## config.mk

```make
export PLATFORM = sky130hd
export DESIGN_NAME = queue_uart_tx
export DESIGN_NICKNAME = d
export VERILOG_FILES = /design/src/rtl/uart_pkg.sv /design/src/rtl/uart_baud_cnt.sv /design/src/rtl/queue_uart_tx.sv
export SDC_FILE = /design/constraint.sdc
export NUM_CORES = 1
export LEC_CHECK = 0
export CAP_MARGIN = 20
export CORE_UTILIZATION = 31
export CTS_CLUSTER_DIAMETER = 50
export DETAILED_ROUTE_END_ITERATION = 8
export SKIP_LAST_GASP = 1
export SLEW_MARGIN = 20
export SYNTH_ARGS = -nofsm -noshare
export SYNTH_HDL_FRONTEND = slang
export SYNTH_SLANG_ARGS = --single-unit
```

## constraint.sdc

```tcl
create_clock -name m_clock -period 3.2 [get_ports m_clock]
set_input_delay 0.48 -clock m_clock [delete_from_list [all_inputs] [get_ports m_clock]]
set_output_delay 0.48 -clock m_clock [all_outputs]
set_load 0.005 [all_outputs]
```

## src/rtl/uart_pkg.sv

```systemverilog
// rtl/uart_pkg.sv - shared constants for the queue-fed UART transmitter
// Contents: FSM state encoding, UART frame bit levels and the default bit period.
package uart_pkg;

    typedef enum logic [1:0] {
        IDLE  = 2'd0,
        START = 2'd1,
        DATA  = 2'd2,
        STOP  = 2'd3
    } state_t;

    localparam logic START_BIT = 1'b0;
    localparam logic STOP_BIT  = 1'b1;

    // 50 MHz system clock / 115200 baud
    localparam int DEFAULT_CLKS_PER_BIT = 434;

endpackage

```

## src/rtl/uart_baud_cnt.sv

```systemverilog
// rtl/uart_baud_cnt.sv - bit-period counter with clear and terminal-count tick
// Ports:
//   m_clock  in   system clock
//   p_reset  in   synchronous active-high reset
//   clr      in   restart the bit period on the next edge
//   tick     out  high during the last cycle of a bit period
module uart_baud_cnt
    import uart_pkg::*;
#(
    parameter int CLKS_PER_BIT = DEFAULT_CLKS_PER_BIT
) (
    input  logic m_clock,
    input  logic p_reset,
    input  logic clr,
    output logic tick
);

    localparam int CW = (CLKS_PER_BIT > 1) ? $clog2(CLKS_PER_BIT) : 1;
    localparam logic [CW-1:0] TERM = CW'(CLKS_PER_BIT - 1);

    generate
        if (CLKS_PER_BIT < 2) begin : g_bad_clks_per_bit
            $error("uart_baud_cnt: CLKS_PER_BIT must be 2 or more");
        end
    endgenerate

    logic [CW-1:0] cnt_q;
    logic [CW-1:0] cnt_d;

    always_comb begin
        tick  = (cnt_q == TERM);
        // The counter only wraps through the explicit terminal compare.
        cnt_d = (clr || tick) ? '0 : cnt_q + 1'b1;
    end

    always_ff @(posedge m_clock) begin
        if (p_reset) begin
            cnt_q <= '0;
        end else begin
            cnt_q <= cnt_d;
        end
    end

endmodule

```

## src/rtl/queue_uart_tx.sv

```systemverilog
// rtl/queue_uart_tx.sv - pops bytes from a FWFT queue and sends them as 8N1 UART frames
// Ports:
//   m_clock  in   system clock
//   p_reset  in   synchronous active-high reset
//   q_data   in   queue head, valid while q_empty=0
//   q_empty  in   queue is empty
//   q_pop    out  one-cycle pop per transmitted byte (combinational)
//   enable   in   allow new frames to start
//   txd      out  registered serial line, idle high
//   busy     out  frame in progress
module queue_uart_tx
    import uart_pkg::*;
#(
    parameter int CLKS_PER_BIT = DEFAULT_CLKS_PER_BIT,
    parameter int DATA_W       = 8
) (
    input  logic              m_clock,
    input  logic              p_reset,
    input  logic [DATA_W-1:0] q_data,
    input  logic              q_empty,
    output logic              q_pop,
    input  logic              enable,
    output logic              txd,
    output logic              busy
);

    localparam int BW = (DATA_W > 1) ? $clog2(DATA_W) : 1;
    localparam logic [BW-1:0] BIT_LAST = BW'(DATA_W - 1);

    state_t            state_q, state_d;
    logic              txd_q, txd_d;
    logic              busy_q, busy_d;
    logic [DATA_W-1:0] shreg_q, shreg_d;
    logic [BW-1:0]     bit_cnt_q, bit_cnt_d;
    logic              baud_clr;
    logic              tick;

    uart_baud_cnt #(
        .CLKS_PER_BIT(CLKS_PER_BIT)
    ) u_baud_cnt (
        .m_clock (m_clock),
        .p_reset (p_reset),
        .clr     (baud_clr),
        .tick    (tick)
    );

    always_comb begin
        state_d   = state_q;
        txd_d     = txd_q;
        busy_d    = busy_q;
        shreg_d   = shreg_q;
        bit_cnt_d = bit_cnt_q;
        q_pop     = (state_q == IDLE) && !q_empty && enable && !p_reset;

        case (state_q)
            IDLE: begin
                txd_d  = STOP_BIT;
                busy_d = 1'b0;
                if (q_pop) begin
                    shreg_d = q_data;
                    state_d = START;
                    busy_d  = 1'b1;
                    txd_d   = START_BIT;
                end
            end
            START: begin
                if (tick) begin
                    state_d   = DATA;
                    bit_cnt_d = '0;
                    txd_d     = shreg_q[0];
                end
            end
            DATA: begin
                if (tick) begin
                    if (bit_cnt_q == BIT_LAST) begin
                        state_d = STOP;
                        txd_d   = STOP_BIT;
                    end else begin
                        shreg_d   = shreg_q >> 1;
                        bit_cnt_d = bit_cnt_q + 1'b1;
                        // Next bit is the new LSB after the shift.
                        txd_d     = shreg_d[0];
                    end
                end
            end
            STOP: begin
                if (tick) begin
                    state_d = IDLE;
                    busy_d  = 1'b0;
                end
            end
            default: begin
                state_d = IDLE;
            end
        endcase

        // Restart the bit period on every state change; hold it cleared while idle.
        baud_clr = (state_d != state_q) || (state_q == IDLE);
    end

    always_ff @(posedge m_clock) begin
        if (p_reset) begin
            state_q   <= IDLE;
            txd_q     <= STOP_BIT;
            busy_q    <= 1'b0;
            shreg_q   <= '0;
            bit_cnt_q <= '0;
        end else begin
            state_q   <= state_d;
            txd_q     <= txd_d;
            busy_q    <= busy_d;
            shreg_q   <= shreg_d;
            bit_cnt_q <= bit_cnt_d;
        end
    end

    assign txd  = txd_q;
    assign busy = busy_q;

endmodule

```

# Yosys cells after proc, flatten, opt, wreduce, memory -nomap -nowiden
# Index checks and enable logic that the tools add are counted.
# W data, S select, Z words.
[word_totals]
register_bits = 24
in_bits = 12
out_inout_bits = 3
word_cells = 58
[op_classes]
add_sub_neg = 2
n_eq_ne = 11
muxes = 22
reduce_logical = 17
[ops]
columns = ["op", "count"]
rows = [
  ["$mux W8", 3],
  ["$pmux W8 S2", 1],
  ["$mux W2", 5],
  ["$ne A2 B2 Y1 const B", 5],
  ["$add A9 B1 Y9 const B", 1],
  ["$eq A9 B9 Y1 const B", 1],
  ["$mux W3", 3],
  ["$pmux W2 S4", 1],
  ["$reduce_and A4 Y1", 2],
  ["$mux W1", 6],
  ["$pmux W3 S2", 1],
  ["$reduce_bool A2 Y1", 3],
  ["$eq A2 B2 Y1 const B", 2],
  ["$add A3 B1 Y3 const B", 1],
  ["$eq A3 B3 Y1 const B", 1],
  ["$logic_and A1 B1 Y1", 3],
  ["$pmux W1 S3", 1],
  ["$reduce_and A3 Y1", 1],
  ["$reduce_bool A3 Y1", 1],
  ["$eq A2 B1 Y1 const B", 1],
  ["$logic_not A1 Y1", 2],
  ["$logic_not A2 Y1", 1],
  ["$logic_or A1 B1 Y1", 2],
  ["$ne A2 B2 Y1", 1],
  ["other kinds (3)", 3],
]

# Longest topological paths before layout
[logic_depth]
depth_word = 10
ltp_mapped = 8
ltp_nobuf = 6

# Hierarchy
# Synthesis repeated with hierarchy kept, for this count alone.
[hier_totals]
hier_cells = 154
area_unflattened_um2 = 1371.3
[modules_own_cells]
columns = ["mod", "instances", "cells_per_inst", "area_per_inst_um2", "seq_area_each_um2"]
rows = [
  ["queue_uart_tx", 1, 105, 924.6, 300.3],
  ["uart_baud_cnt", 1, 49, 446.7, 180.2],
]

# Worst setup path after synthesis
# OpenSTA, ideal clock, no wires.
[synth_path]
path_kind = "register to register"
start = "register state_q[1]"
end = "register u_baud_cnt.cnt_q[5]"
setup_ns = 0.072
arrival_time_ns = 1.718
t_required_ns = 3.128
slack_ns = 1.410
stages_incl_launch_ff = 8
path_buffers = 1
synth_period_minus_slack_ns = 1.790
path_cell_list = "dfxtp_1 -> inv_1 -> ha_1 -> nor2_1 -> a311oi_4 -> buf_2 -> o2111ai_1 -> mux2i_1"
[synth_via]
elab_chain_cells = 10
word_cells_on_any_way = 17
cone_classes = "eq/ne: 4; mux: 6; reduce/logical: 7"
[synth_lines]
columns = ["item", "line_no", "text"]
rows = [
  ["start: declaration", "queue_uart_tx.sv:30", "state_t state_q, state_d;"],
  ["start signal: assignment", "queue_uart_tx.sv:109", "state_q <= state_d;"],
  ["$logic_not A2 Y1", "queue_uart_tx.sv:53, queue_uart_tx.sv:55, queue_uart_tx.sv:98", ""],
  ["$logic_and A1 B1 Y1 (3 in series)", "queue_uart_tx.sv:53", "q_pop = (state_q == IDLE) && !q_empty && enable && !p_reset;"],
  ["$mux W2", "queue_uart_tx.sv:59", "if (q_pop) begin"],
  ["$pmux W2 S4", "queue_uart_tx.sv:55", "case (state_q)"],
  ["$ne A2 B2 Y1", "queue_uart_tx.sv:98", "baud_clr = (state_d != state_q) || (state_q == IDLE);"],
  ["$logic_or A1 B1 Y1 *", "queue_uart_tx.sv:98", ""],
  ["$logic_or A1 B1 Y1 *", "uart_baud_cnt.sv:33", "cnt_d = (clr || tick) ? '0 : cnt_q + 1'b1;"],
  ["$reduce_or A2 Y1 (no line) *", "--", ""],
  ["end signal: assignment", "uart_baud_cnt.sv:40", "cnt_q <= cnt_d;"],
  ["end: declaration", "uart_baud_cnt.sv:27", "logic [CW-1:0] cnt_q;"],
]
# Every way passes the cells marked *; elsewhere a longest branch is shown, timed or not.
# A chain may end at the register's enable or synchronous reset.

# Worst setup path in the final report
[layout_path]
start = "register state_q[1]"
end = "output q_pop"
[layout_via]
elab_chain_cells = 4
[layout_lines]
columns = ["item", "line_no", "text"]
rows = [
  ["$logic_not A2 Y1", "queue_uart_tx.sv:53", ""],
  ["$logic_and A1 B1 Y1 (3 in series)", "queue_uart_tx.sv:53", ""],
  ["end: declaration", "queue_uart_tx.sv:21", "output logic q_pop,"],
]
# No other way between the ends.

==> out/metrics.yaml <==
synth_edf_count: 0
p_switching_mw: 0.398
yosysSeqAreaShare_pct: 29.9
critical_path_buf_inv_count: 3
skew_ns: 0.00290
coreArea_um2: 4850
cp.required_ns: 2.72
finalSetupViolCount: 0
rsz0062_at_grt: "no"
crit_chain: "inv_1 -> ha_1 -> nand4bb_2 -> inv_1 -> clkdlybuf4s50_1"
power_frac_comb_pct: 42.8
avgSynthCellArea_um2: 9.44
fin_area_um2: 1840
diodes: 0
ctsHoldBuffers: 0
critical_path.top_delay_family: "buffers and inverters"
critPathMostFrequentCell: "inv_1"
die_h_um: 74.0
seq_power_share_pct: 37.1
grt_pass1_vias: 1152
internal_power_mw: 0.652
dieArea_um2: 5470
relSlewSlack_pct: 49.7
syn_inst: 170
slowest_stage: "dfxtp_1"
drc: 0
synthArstFlopShare_pct: 0
setup.worst_path.start_class: "register"
hold_viol_final: 0
max_freq_mhz: 365
std_cell_rows: 25
slowest_delay_ns: 0.71
routed_wl_um: 3190
num_io_pins: 15
layout.nets: 202
outcome: "finished, final reports clean"
arrival_ns: 2.26
gr-total-overflow: 0
syn-cell-area_um2: 1610
cts_made_buffers: 3
clkPwrFrac_pct: 20.1
setup-tns-final_ns: 0
grt_max_degree: 20
hpwl_um: 2240
dr.first_iter.drc_count: 58
leakagePower_nw: 0.611
clock-sinks: 24
whs_ns: 0.476
grt_use_total_pct: 12.8
synth_area_leaders: "dfxtp_1, mux2i_1, ha_1"
post_drt_wl_per_cell_um: 12.9
p_per_area_nw_per_um2: 570
tightest_slew_ns: 0.755
synth_warnings: 0
endpoint_kind: "output port"
insertion_delay_ns: 0.27
placed_area_um2: 1790
grt_pass1_wl_um: 5430
cts_resized: 0
post_cts.repair.setup_buffers: 0
cts_max_path_buffers: 2
clkTransAtPathRegs_ns: 0.08
start_util_pct: 33.1
synth_top_cell_area_share_pct: 29.9
critPathKind: "register to output port"
synth_cell_type_count: 46
port_buffers: 14
gp_congestion: 0.792
area_growth_pct: 14.9
period_minus_slack_ns: 2.74
vias_per_cell: 5.24
instances_no_fill: 247
synth.largest_area_cell: "dfxtp_1"
slew_viol_final: 0
hold_path.class: "register to register"
finalCritPeriodShare_pct: 85.5
crit_fanout: 17
h-tree-depth: 1
chipWidth_um: 74.0
drtAntennaViolNets: 0
synth_nets: 191
root_buffer: "clkbuf_8"
vdd_drop_max_mv: 0.333
maxCapViolCount: 0
layout-drive-gt1-share_pct: 9.44
synth_seq_cells: 24
drtPass1Iterations: 4
synth_ff_type: "dfxtp_1"
layout_common_cells: "dfxtp_1, mux2i_1, clkdlybuf4s50_1"
antenna_found_initial: 0
dpl.cell_count: 243
layout_commonest_cell: "dfxtp_1"
cts_tree: "built"
via_count: 1295
switching_share_pct: 37.9
[final cells by class]
cell class                      count  area (µm²)
Clock buffer                        4        55.1
Fill cell                         479        3000
Inverter                            6        22.5
Tap cell                           67        83.8
Timing Repair Buffer               17         163
Multi-Input combinational cell    129        1040
Sequential cell                    24         480
[tightest hold or removal path: cells and delay by family, from the launching register on]
| family | cells | cell delay [ns] |
|---|---|---|
| flops | 1 | 0.32 |
| compound gates | 1 | 0.05 |
| simple gates | 1 | 0.06 |
[through the flow]
step	utilization, %	setup WS [ns]	power, mW
floorplan	-	1.41	0.765
global placement	36.9	0.810	0.843
detailed placement	36.9	0.783	0.845
CTS	38.0	0.461	1.06
global route	38.0	0.300	1.12
finish	38.0	0.464	1.05
[power groups by stage]
stage | logic [mW] | clock network [mW] | registers [mW]
2_1_floorplan | 0.384 | 0 | 0.381
3_3_place_gp | 0.447 | 0 | 0.397
3_5_place_dp | 0.449 | 0 | 0.396
4_1_cts | 0.450 | 0.218 | 0.390
5_1_grt | 0.498 | 0.230 | 0.396
6_report | 0.449 | 0.211 | 0.390
[synth_stat cells, drive strengths merged (2+ instances only)]
cell type,count
o21ai,4
o2111ai,4
ha,9
nor2,8
nand4,5
a31oi,2
nand4bb,2
inv,6
o21a,3
nand3,9
a311oi,9
a21oi,13
or2,2
o211ai,4
nand2b,5
nand4b,3
nand2,6
nor3b,2
clkbuf,3
xnor2,3
buf,8
a21boi,3
nor3,5
dfxtp,24
mux2i,16
[cells by family (layout without fill, tap and decap cells)]
group	count (synthesis)	count (layout)	share of synthesized area, %
simple gates	52	52	21.0
compound gates	49	49	25.2
flops	24	24	29.9
buf+inv	17	27	5.30
mux	16	16	9.98
fa+ha+maj	9	9	7.01
xor+xnor	3	3	1.64
[routing by layer]
metal / routed length, µm / GRT usage (%) / vias to the layer above
li1: - / - / 675
met1: 1680 / 18.2 / 590
met2: 1360 / 19.1 / 27
met3: 120 / 1.63 / 3
met4: 36 / 6.41 / 0
met5: 0 / 0 / -
[path summary, 6_finish.rpt]
check	start	end	slack [ns]	depth (start not counted)
max	state_q[1]$_SDFF_PP0_	q_pop	0.46	5
min	bit_cnt_q[2]$_SDFFE_PP0P_	bit_cnt_q[2]$_SDFFE_PP0P_	0.48	2
max reg2reg	state_q[1]$_SDFF_PP0_	u_baud_cnt.cnt_q[6]$_SDFF_PP0_	0.74	5
min reg2reg	bit_cnt_q[2]$_SDFFE_PP0P_	bit_cnt_q[2]$_SDFFE_PP0P_	0.48	2
[state kept, by name, summed over array words and instances, names as in the netlist]
register	cells
txd	1
bit_cnt_q	3
u_baud_cnt.cnt_q	9
state_q	2
busy	1
shreg_q	8
No activity file was read; power rests on OpenSTA's default activity.
